## src/rtl/if_pkg.sv

```systemverilog
// if_pkg: shared types for the RV32I instruction-fetch stage.
// Branch-control encodings, fetch FSM states and the fetch buffer entry.
package if_pkg;

   localparam logic [1:0] BR_PC4  = 2'b00;
   localparam logic [1:0] BR_PCB  = 2'b01;
   localparam logic [1:0] BR_PCJR = 2'b10;

   localparam logic [31:0] NOP_INSTR = 32'h0000_0013;

   typedef enum logic [1:0] {
      S_REQ,
      S_WAIT,
      S_DROP
   } fetch_state_t;

   typedef struct packed {
      logic [31:0] pc;
      logic [31:0] instr;
      logic        valid;
   } fetch_entry_t;

endpackage

```

## src/rtl/if_fetch_buf.sv

```systemverilog
// if_fetch_buf: 1-entry instruction buffer between memory and IF/ID.
// Clear beats write, write beats consume.
module if_fetch_buf import if_pkg::*; #(
   parameter logic [31:0] BUBBLE_INSTR = NOP_INSTR
) (
   input  logic         clk,
   input  logic         rst,
   input  logic         wr,
   input  fetch_entry_t wr_entry,
   input  logic         consume,
   input  logic         clear,
   output fetch_entry_t entry
);

   always_ff @(posedge clk) begin
      if (rst || clear) begin
         entry <= '{pc: '0, instr: BUBBLE_INSTR, valid: 1'b0};
      end else if (wr) begin
         entry <= '{pc: wr_entry.pc, instr: wr_entry.instr, valid: 1'b1};
      end else if (consume) begin
         entry.valid <= 1'b0;
      end
   end

endmodule

```

## src/rtl/if_fetch_stage.sv

```systemverilog
// if_fetch_stage: fetch PC, imem handshake, 1-entry buffer, IF/ID register.
// Define IF_PERF_CNT_EN to add the perf_fetched / perf_bubbles counters.
module if_fetch_stage #(
   parameter logic [31:0] RESET_PC  = 32'h0000_0000,
   parameter logic [31:0] NOP_INSTR = 32'h0000_0013
) (
   input  logic        clk,
   input  logic        rst,
   input  logic [1:0]  branch_ctrl,
   input  logic [31:0] pc_imm,
   input  logic [31:0] pc_jalr,
   input  logic        pc_write,
   input  logic        ifid_write,
   input  logic        instr_flush,
   output logic        im_req,
   output logic [31:0] im_addr,
   input  logic        im_gnt,
   input  logic        im_rvalid,
   input  logic [31:0] im_rdata,
   output logic [31:0] ifid_pc,
   output logic [31:0] ifid_instr,
   output logic        ifid_valid
`ifdef IF_PERF_CNT_EN
   ,
   output logic [31:0] perf_fetched,
   output logic [31:0] perf_bubbles
`endif
);

   import if_pkg::*;

   fetch_state_t state, state_nx;
   fetch_entry_t buf_q, rsp_entry;
   logic [31:0]  fetch_pc, pend_pc, target;
   logic         redirect, flush, rsp_ok, bypass;
   logic         buf_wr, consume, room, issue;

   assign redirect = (branch_ctrl == BR_PCB) || (branch_ctrl == BR_PCJR);
   assign target   = (branch_ctrl == BR_PCJR) ? (pc_jalr & 32'hFFFF_FFFE)
                                              : pc_imm;
   assign flush    = instr_flush | redirect;

   // Only a response to our own live request is accepted.
   assign rsp_ok  = im_rvalid & (state == S_WAIT) & ~redirect;
   assign bypass  = rsp_ok & ifid_write & ~flush & ~buf_q.valid;
   assign buf_wr  = rsp_ok & ~bypass;
   assign consume = buf_q.valid & ifid_write & ~flush;
   assign room    = ~((buf_q.valid & ~consume) | buf_wr);

   assign im_req  = ~rst & pc_write & room & ~redirect &
                    ((state == S_REQ) | ((state == S_WAIT) & im_rvalid));
   assign im_addr = fetch_pc;
   assign issue   = im_req & im_gnt;

   assign rsp_entry = '{pc: pend_pc, instr: im_rdata, valid: 1'b1};

   if_fetch_buf #(
      .BUBBLE_INSTR (NOP_INSTR)
   ) u_fetch_buf (
      .clk      (clk),
      .rst      (rst),
      .wr       (buf_wr),
      .wr_entry (rsp_entry),
      .consume  (consume),
      .clear    (redirect),
      .entry    (buf_q)
   );

   always_comb begin
      state_nx = state;
      unique case (state)
         S_REQ: begin
            if (issue) state_nx = S_WAIT;
         end
         S_WAIT: begin
            if (redirect) state_nx = im_rvalid ? S_REQ : S_DROP;
            else if (im_rvalid) state_nx = issue ? S_WAIT : S_REQ;
         end
         S_DROP: begin
            if (im_rvalid) state_nx = S_REQ;
         end
         default: state_nx = S_REQ;
      endcase
   end

   always_ff @(posedge clk) begin
      if (rst) begin
         state    <= S_REQ;
         fetch_pc <= RESET_PC;
         pend_pc  <= '0;
      end else begin
         state <= state_nx;
         if (redirect) fetch_pc <= target;
         else if (issue) fetch_pc <= fetch_pc + 32'd4;
         if (issue) pend_pc <= fetch_pc;
      end
   end

   always_ff @(posedge clk) begin
      if (rst) begin
         ifid_pc    <= '0;
         ifid_instr <= NOP_INSTR;
         ifid_valid <= 1'b0;
      end else begin
         priority case (1'b1)
            flush: begin
               ifid_pc    <= '0;
               ifid_instr <= NOP_INSTR;
               ifid_valid <= 1'b0;
            end
            ~ifid_write: begin
            end
            buf_q.valid: begin
               ifid_pc    <= buf_q.pc;
               ifid_instr <= buf_q.instr;
               ifid_valid <= 1'b1;
            end
            bypass: begin
               ifid_pc    <= pend_pc;
               ifid_instr <= im_rdata;
               ifid_valid <= 1'b1;
            end
            default: begin
               ifid_pc    <= '0;
               ifid_instr <= NOP_INSTR;
               ifid_valid <= 1'b0;
            end
         endcase
      end
   end

`ifdef IF_PERF_CNT_EN
   always_ff @(posedge clk) begin
      if (rst) begin
         perf_fetched <= '0;
         perf_bubbles <= '0;
      end else begin
         if (rsp_ok) perf_fetched <= perf_fetched + 32'd1;
         if (!ifid_valid) perf_bubbles <= perf_bubbles + 32'd1;
      end
   end
`endif

endmodule

```

## config.mk

```make
export PLATFORM = sky130hd
export DESIGN_NAME = if_fetch_stage
export DESIGN_NICKNAME = d
export VERILOG_FILES = /design/src/rtl/if_pkg.sv /design/src/rtl/if_fetch_buf.sv /design/src/rtl/if_fetch_stage.sv
export SDC_FILE = /design/constraint.sdc
export NUM_CORES = 1
export LEC_CHECK = 0
export CAP_MARGIN = 15
export CORE_AREA = 2 2 128 130
export CTS_BUF_LIST = sky130_fd_sc_hd__clkbuf_16
export DETAILED_ROUTE_END_ITERATION = 7
export DIE_AREA = 0 0 130 132
export PLACE_DENSITY_LB_ADDON = 0.08
export SYNTH_ARGS = -nofsm -noshare
export SYNTH_HDL_FRONTEND = slang
export SYNTH_SLANG_ARGS = --single-unit
```

## constraint.sdc

```tcl
create_clock -name clk -period 6.4 [get_ports clk]
set_input_delay 1.28 -clock clk [delete_from_list [all_inputs] [get_ports clk]]
set_output_delay 1.28 -clock clk [all_outputs]
set_load 0.02 [all_outputs]
```

==> Word level (Yosys, flattened, before mapping) <==
Index checks and enable logic that the tools add are counted.
{ "word_totals": {"reg_bits": 196, "input_bits": 105, "output_inout_bits": 98, "word_cells": 66} }
{ "op_classes": {"add_sub_neg": 1, "n_eq_ne": 7, "mux": 18, "n_bitwise": 24, "n_reduce_logical": 7} }
{ "op_table": {"columns": ["cell", "n"], "rows": [
  ["32-bit two-way mux", 7],
  ["32-bit by 3-bit adder with 32-bit output (second input constant)", 1],
  ["1-bit AND", 14],
  ["2-bit two-way mux", 5],
  ["1-bit NOT", 7],
  ["2-bit case mux with 3 select lines", 1],
  ["1-bit two-way mux", 5],
  ["2-bit by 1-bit equality test with 1-bit output (second input constant)", 2],
  ["2-bit equality test (second input constant)", 2],
  ["2-bit != test (second input constant)", 2],
  ["2-bit nonzero test", 2],
  ["3-bit != test (second input constant)", 1],
  ["1-bit OR", 3],
  ["3-bit AND reduction", 1],
  ["2-bit zero test", 1],
  ["1-bit logical OR", 2],
  ["2-bit OR reduction", 1]
]} }

==> Depth between registers and ports, before layout <==
Gate-level depths: netlist of run 1.
{ "logic_depth": {"ltp_word": 19, "depth_mapped": 11, "ltp_nobuf": 7} }

==> By module <==
From an unflattened synthesis of run 1, not the netlist that was laid out.
{ "unflattened": {"hier_cells": 935, "area_unflattened_um2": 8463.1} }
{ "by_module_without_submodules": {"columns": ["mod", "n_inst", "cells_per_inst", "area_each_um2", "seq_area_each_um2"], "rows": [
  ["if_fetch_stage", 1, 724, 6124.6, 2622.5],
  ["if_fetch_buf", 1, 211, 2338.5, 1301.2]
]} }

==> Least setup slack after synthesis of run 1 <==
Ideal clock, no wire load.
{ "synth_timing": {"kind": "input to output", "from": "input port branch_ctrl[0]", "to": "output port im_req", "arrival_time_ns": 2.692, "required_ns": 5.120, "slack_ns": 2.428, "stages": 6, "path_buffers": 1, "cell_sequence": "inv_1 ha_1 buf_2 and4b_1 maj3_1 nor2_1"} }
{ "synth_between": {"elab_chain_cells": 14, "word_cells_on_any_way": 20, "classes_between": "eq/ne (2); bitwise (17); reduce/logical (1)"} }
{ "synth_lines": {"columns": ["item", "line", "source"], "rows": [
  ["start, declared", "if_fetch_stage.sv:9", "input logic [1:0] branch_ctrl,"],
  ["2-bit by 1-bit equality test with 1-bit output or 2-bit equality test (tied branches)", "if_fetch_stage.sv:38", "assign redirect = (branch_ctrl == BR_PCB) || (branch_ctrl == BR_PCJR);"],
  ["1-bit logical OR (*)", "if_fetch_stage.sv:38", null],
  ["1-bit NOT", "if_fetch_stage.sv:44, if_fetch_stage.sv:50", null],
  ["1-bit AND", "if_fetch_stage.sv:44", "assign rsp_ok = im_rvalid & (state == S_WAIT) & ~redirect;"],
  ["1-bit AND (3 in a row)", "if_fetch_stage.sv:45", "assign bypass = rsp_ok & ifid_write & ~flush & ~buf_q.valid;"],
  ["1-bit NOT", "if_fetch_stage.sv:46", "assign buf_wr = rsp_ok & ~bypass;"],
  ["1-bit AND", "if_fetch_stage.sv:46", null],
  ["1-bit OR", "if_fetch_stage.sv:48", "assign room = ~((buf_q.valid & ~consume) | buf_wr);"],
  ["1-bit NOT", "if_fetch_stage.sv:48", null],
  ["1-bit AND", "if_fetch_stage.sv:50", "assign im_req = ~rst & pc_write & room & ~redirect &"],
  ["1-bit AND (*) (2 in a row)", "if_fetch_stage.sv:50", null],
  ["end, declared", "if_fetch_stage.sv:15", "output logic im_req,"]
]} }
Mark *: on every way between the ends. The rest lies on a longest branch, timed or not.

==> Worst setup path after layout of run 1 <==
Same ends and word-level chain as after synthesis.

==> results.ini, run 1 <==
[synth]
async_reset_ff_frac = 0
netlist_area_mm2 = 0.00824
synth.distinct_cells = 51
seq_area_frac_synth = 0.476
syn_inst = 991
synth_nets = 1098
post_synth.cell_area_avg_um2 = 8.31
synth-edff-count = 0
ys_ff_latch = 196
synth_top_flop_cell = dfxtp_1
synth.yosys.warnings = 0

[grt]
grt_first_pass_wirelength_um = 35300
grt_pass1_vias = 7074
grt_max_degree = 68
grt_usage = 0.253
grt.overflow.total = 0
antenna_found_initial = 0

[power]
p_switching_mw = 0.663
power_density_mw_per_mm2 = 243
peakVddDrop_uv = 199
p_seq_frac = 0.491
combinationalPowerShare = 0.122
p_clk_frac = 0.387
leakage_nw = 3.38
power_mw = 2.64
swShare = 0.251
internal_power_mw = 1.98

[cts]
tritoncts = yes
clock_path_buffers = 2
clkLatencyLatePin_ns = 0.43
cts_max_level = 4
cts.sinks = 196
root_buffer = clkbuf_16
cts_hold_buffers = 0
post_cts_buffers = 0
post_cts_resize_count = 0
clk_pin_slew_worst_paths_ns = 0.06
numCtsBuffers = 17

[sta]
setup_viol = 0
hold_ws_ns = 0.455
slew_violations = 0
period_share = 0.794
tightest_slew_ns = 1.00
worst_clock_skew_ns = 0.00790
finalHoldViolations = 0
period_needed_ns = 5.08
rsz0062_at_grt = no
setup_tns_ns = 0
max_freq_mhz = 197
slew_headroom = 0.330

[cells_and_area]
nNetsFinal = 1244
diodes = 0
area_delta_synth_final_pct = 31.9
drive_above_1_share = 0.0522

[drt]
drt_iter0_drc = 467
ant_nets = 0
drt_wl_total_um = 21400
drt_pass1_iterations = 5
drc_errors = 0
via_per_inst = 5.55
post_drt_wl_per_cell_um = 15.7
vias = 7573

[placed_design]
portBuffers = 201
hpwl_um = 13800
routabilityCongestion = 0.860

[setup_path]
path_common_cell = clkdlybuf4s50_1
critPathRequiredTime_ns = 5.12
cpPeakStageDelay_ns = 0.63
critPathArrivalTime_ns = 3.80
path_max_fanout = 62
worstPathCellList = clkdlybuf4s50_1 -> inv_1 -> ha_2 -> buf_4 -> and4bb_2 -> nand2_1 -> nor2_1 -> clkdlybuf4s50_1
critPathKind = in2out
startpoint_type = primary input
worst_path_max_delay_cell = clkdlybuf4s50_1
cp-end-kind = output port

[floorplanning]
start_util = 0.524
die_h_um = 132
ioPinCount = 203
dieArea_mm2 = 0.0172
num_rows = 46
coreArea_mm2 = 0.0157
die_x_um = 130

[worst_hold_path]
hold_path_class = reg2reg

[run]
drv_cap = 0

[outcome]
status = finished, final reports clean

## final timing paths
kind / cells past startpoint / endpoint / slack, ns / from
worst max register to register: 5 / im_addr[22] / 3.69 / u_fetch_buf.entry[0]
worst min register to register: 2 / u_fetch_buf.entry[14] / 0.45 / u_fetch_buf.entry[14]
worst min-delay path: 2 / u_fetch_buf.entry[14] / 0.45 / u_fetch_buf.entry[14]
worst max-delay path: 8 / im_req / 1.32 / branch_ctrl[0]
## worst max-delay path, delay by kind of cell
kind          cells  cell delay, ns
buf+inv           4            1.67
simple gates      3            0.50
fa+ha+maj         1            0.36
## power groups by stage
stage	Clock [mW]	Sequential [mW]	Combinational (mW)
2_1_floorplan	0	1.35	0.133
6_report	1.02	1.30	0.324
3_5_place_dp	0	1.32	0.323
4_1_cts	1.04	1.30	0.325
5_1_grt	1.09	1.30	0.353
3_3_place_gp	0	1.32	0.322
## per-stage QoR
step	utilization	instances	instance area, um^2	setup slack, ns
finish	0.692	1365	10900	1.32
CTS	0.692	1365	10900	1.31
floorplan	-	991	8240	2.43
global route	0.692	1365	10900	1.16
detailed placement	0.656	1334	10300	1.32
global placement	0.656	1334	10300	1.30
## logic make-up after synthesis
| group | count (synthesis) | share of synthesized area |
|---|---|---|
| AO/OA/AOI/OAI | 294 | 0.240 |
| XOR/XNOR | 18 | 0.0191 |
| adder cells (fa/ha/maj) | 4 | 0.00562 |
| buffers and inverters | 93 | 0.0434 |
| flip-flops | 196 | 0.476 |
| multiplexers | 7 | 0.00866 |
| AND/OR/NAND/NOR | 379 | 0.207 |
## synthesized netlist by cell type, drive strengths merged (3+ instances only)
master / count / share of area
and2: 3 / 0.0023
nor3: 4 / 0.0024
a21oi: 96 / 0.058
nand3: 14 / 0.0085
mux2i: 6 / 0.0073
or3: 3 / 0.0023
clkbuf: 77 / 0.035
a211oi: 101 / 0.092
nor2: 71 / 0.032
buf: 9 / 0.0052
nand2: 206 / 0.094
a311oi: 10 / 0.011
nor3b: 3 / 0.0027
o21ai: 4 / 0.0024
a22oi: 62 / 0.057
nor2b: 26 / 0.020
o221ai: 3 / 0.0032
dfxtp: 196 / 0.48
or4: 7 / 0.0068
nand4: 7 / 0.0053
or2: 3 / 0.0023
and4: 3 / 0.0032
o22ai: 4 / 0.0030
nor4: 10 / 0.0076
xnor2: 17 / 0.018
o31ai: 7 / 0.0064
nand2b: 8 / 0.0061
nor4b: 3 / 0.0032
inv: 7 / 0.0032
and3: 4 / 0.0030
## cells in the final DEF (no fill, tap or decap), drive strengths merged, types with 3 or more instances in the layout
cell,Yosys,layout
or2,3,3
or3,3,3
nand4,7,7
a21oi,96,96
clkbuf,77,17
clkdlybuf4s50,0,199
nand2b,8,8
a211oi,101,101
or4,7,7
and3,4,4
inv,7,7
o31ai,7,7
nor3,4,4
nor2b,26,26
nor2,71,71
o22ai,4,4
dfxtp,196,196
nor3b,3,3
nand3,14,14
o221ai,3,3
a311oi,10,10
and4,3,3
xnor2,17,17
nor4,10,10
nand2,206,206
a22oi,62,62
clkinvlp,0,4
mux2i,6,6
nor4b,3,3
clkinv,0,8
o21ai,4,4
and2,3,3
buf,9,14
## state kept, by name, summed over array words and instances, names as in the netlist
| register | count |
|---|---|
| pend_pc | 32 |
| state | 2 |
| ifid_instr | 32 |
| ifid_pc | 32 |
| u_fetch_buf.entry | 65 |
| im_addr | 32 |
| ifid_valid | 1 |
## routing by layer
| metal | share of wire | global-route usage | up-vias |
|---|---|---|---|
| met5 | 0 | 0 | - |
| met1 | 0.47 | 0.356 | 3468 |
| li1 | - | - | 3835 |
| met3 | 0.063 | 0.0621 | 22 |
| met2 | 0.46 | 0.385 | 248 |
| met4 | 0.012 | 0.0771 | 0 |
## area by class of cell
cell class / instances / area, um^2
multi-input cells: 702 / 3990
well taps: 216 / 270
flip-flops and latches: 196 / 3930
repair buffers: 213 / 2090
inverters: 7 / 26.3
fillers: 1362 / 4840
clock inverters: 14 / 140
clock buffers: 17 / 425
Note: power is estimated with default switching activity, not from simulation.
==> inputs of run 2 (changes only) <==
CORE_AREA = 2 2 132 134   (was 2 2 128 130)
DIE_AREA = 0 0 134 136   (was 0 0 130 132)
clock period = 5.1 ns   (was 6.4 ns; I/O delays follow)
==> results.ini, run 2 (synthesis gave the netlist of run 1 again) <==
[outcome]
status = finished, final reports clean

[cts]
cts_max_level = 4
root_buffer = clkbuf_16
cts.sinks = 196
numCtsBuffers = 17
post_cts_resize_count = 0
cts_hold_buffers = 0
post_cts_buffers = 0
clk_pin_slew_worst_paths_ns = 0.06
clkLatencyLatePin_ns = 0.43
tritoncts = yes
clock_path_buffers = 2

[sta]
max_freq_mhz = 225
finalHoldViolations = 0
worst_clock_skew_ns = 0.0202
setup_viol = 0
period_needed_ns = 4.44
period_share = 0.870
rsz0062_at_grt = no
setup_tns_ns = 0
slew_violations = 0
tightest_slew_ns = 1.04
slew_headroom = 0.309

[setup_path]
critPathRequiredTime_ns = 4.08
critPathKind = in2out
critPathArrivalTime_ns = 3.42
reg2reg_depth = 6
path_max_fanout = 8
worst_path_max_delay_cell = clkdlybuf4s50_1
rrSetupSlack_ns = 2.39
crit_family = buffers and inverters
critPathBufInv = 3
startpoint_type = primary input
regToRegEndpoint = im_addr[31]
r2r_start = state[1]
cp_num_cells = 7
cp-end-kind = output port
cpPeakStageDelay_ns = 0.63
path_common_cell = clkdlybuf4s50_1
worstPathCellList = clkdlybuf4s50_1 -> inv_1 -> ha_2 -> and4b_1 -> maj3_1 -> nor2_1 -> clkdlybuf4s50_1

[power]
swShare = 0.247
p_seq_frac = 0.482
peakVddDrop_uv = 213
p_switching_mw = 0.834
p_clk_frac = 0.396
leakage_nw = 3.42
internal_power_mw = 2.54
power_density_mw_per_mm2 = 308
combinationalPowerShare = 0.121

[placed_design]
hpwl_um = 13900
portBuffers = 201
dp.cells = 1346
routabilityCongestion = 0.845

[cells_and_area]
drive_above_1_share = 0.0538
final_cells = 1378
nNetsFinal = 1247
final_common_cell = nand2_1
largest_register_ffs = 65
utilization = 0.648
diodes = 0
largest_register = u_fetch_buf.entry
area_delta_synth_final_pct = 32.8
layout_common_cells = nand2_1, clkdlybuf4s50_1, dfxtp_1, a211oi_1, a21oi_1

[grt]
grt_pass1_vias = 6820
grt_max_degree = 69
antenna_found_initial = 0
grt.overflow.total = 0
grt_first_pass_wirelength_um = 34500
grt_usage = 0.235

[floorplanning]
coreArea_mm2 = 0.0169
die_x_um = 134
num_rows = 48
dieArea_mm2 = 0.0182
ioPinCount = 203
die_h_um = 136
start_util = 0.488

[worst_hold_path]
hold_path_class = reg2reg
hold_path_end = u_fetch_buf.entry[64]
holdPathStages = 2
worstHoldStart = u_fetch_buf.entry[64]

[drt]
ant_nets = 0
drt_pass1_iterations = 5
post_drt_wl_per_cell_um = 15.5
drt_iter0_drc = 395
vias = 7484
drc_errors = 0
drt_wl_total_um = 21400
via_per_inst = 5.43

[run]
drv_cap = 0

==> run 2: worst reg2reg max path, cell delays in order (launching register included) <==
cell,delay [ns]
dfxtp_1,0.42
and4b_1,0.27
maj3_1,0.51
or2_1,0.52
buf_4,0.33
a22o_1,0.25
a221oi_1,0.30
==> run 2: per-layer routing <==
metal / routed length [um] / up-vias / track usage
met5: 0 / - / 0
met4: 166 / 0 / 0.0579
met3: 1540 / 10 / 0.0645
met2: 9660 / 229 / 0.366
met1: 9990 / 3412 / 0.323
li1: - / 3833 / -
==> run 2: layout make-up <==
| cell class | instances | area, um^2 |
|---|---|---|
| Fill cell | 1502 | 5940 |
| Multi-Input combinational cell | 702 | 3990 |
| Inverter | 7 | 26.3 |
| Timing Repair Buffer | 216 | 2130 |
| Tap cell | 225 | 282 |
| Clock inverter | 15 | 166 |
| Clock buffer | 17 | 425 |
| Sequential cell | 196 | 3930 |
==> run 2: power groups by stage <==
stage               clock (mW)  combinational, mW  sequential (mW)
finish                    1.34              0.408             1.63
global route              1.43              0.442             1.63
CTS                       1.37              0.411             1.63
detailed placement           0              0.409             1.66
global placement             0              0.407             1.66
floorplan                    0              0.167             1.69
==> run 2: worst max-delay path by stage <==
| stage | start | end | slack, ns |
|---|---|---|---|
| after floorplan | branch_ctrl[0] | im_req | 1.65 |
| after global placement | branch_ctrl[0] | im_req | 0.64 |
| after detailed placement | branch_ctrl[0] | im_req | 0.68 |
| after CTS | branch_ctrl[0] | im_req | 0.66 |
| after global routing | branch_ctrl[0] | im_req | 0.57 |
| final | branch_ctrl[0] | im_req | 0.66 |
==> run 2: metrics by stage <==
stage               worst slack [ns]  hold slack (ns)  instance area, um^2  total power [mW]
floorplan                       1.65            0.437                 8240              1.86
global placement               0.640            0.441                10300              2.07
detailed placement             0.677            0.447                10300              2.07
CTS                            0.658            0.456                10900              3.40
global route                   0.575            0.467                10900              3.50
finish                         0.665            0.455                10900              3.37
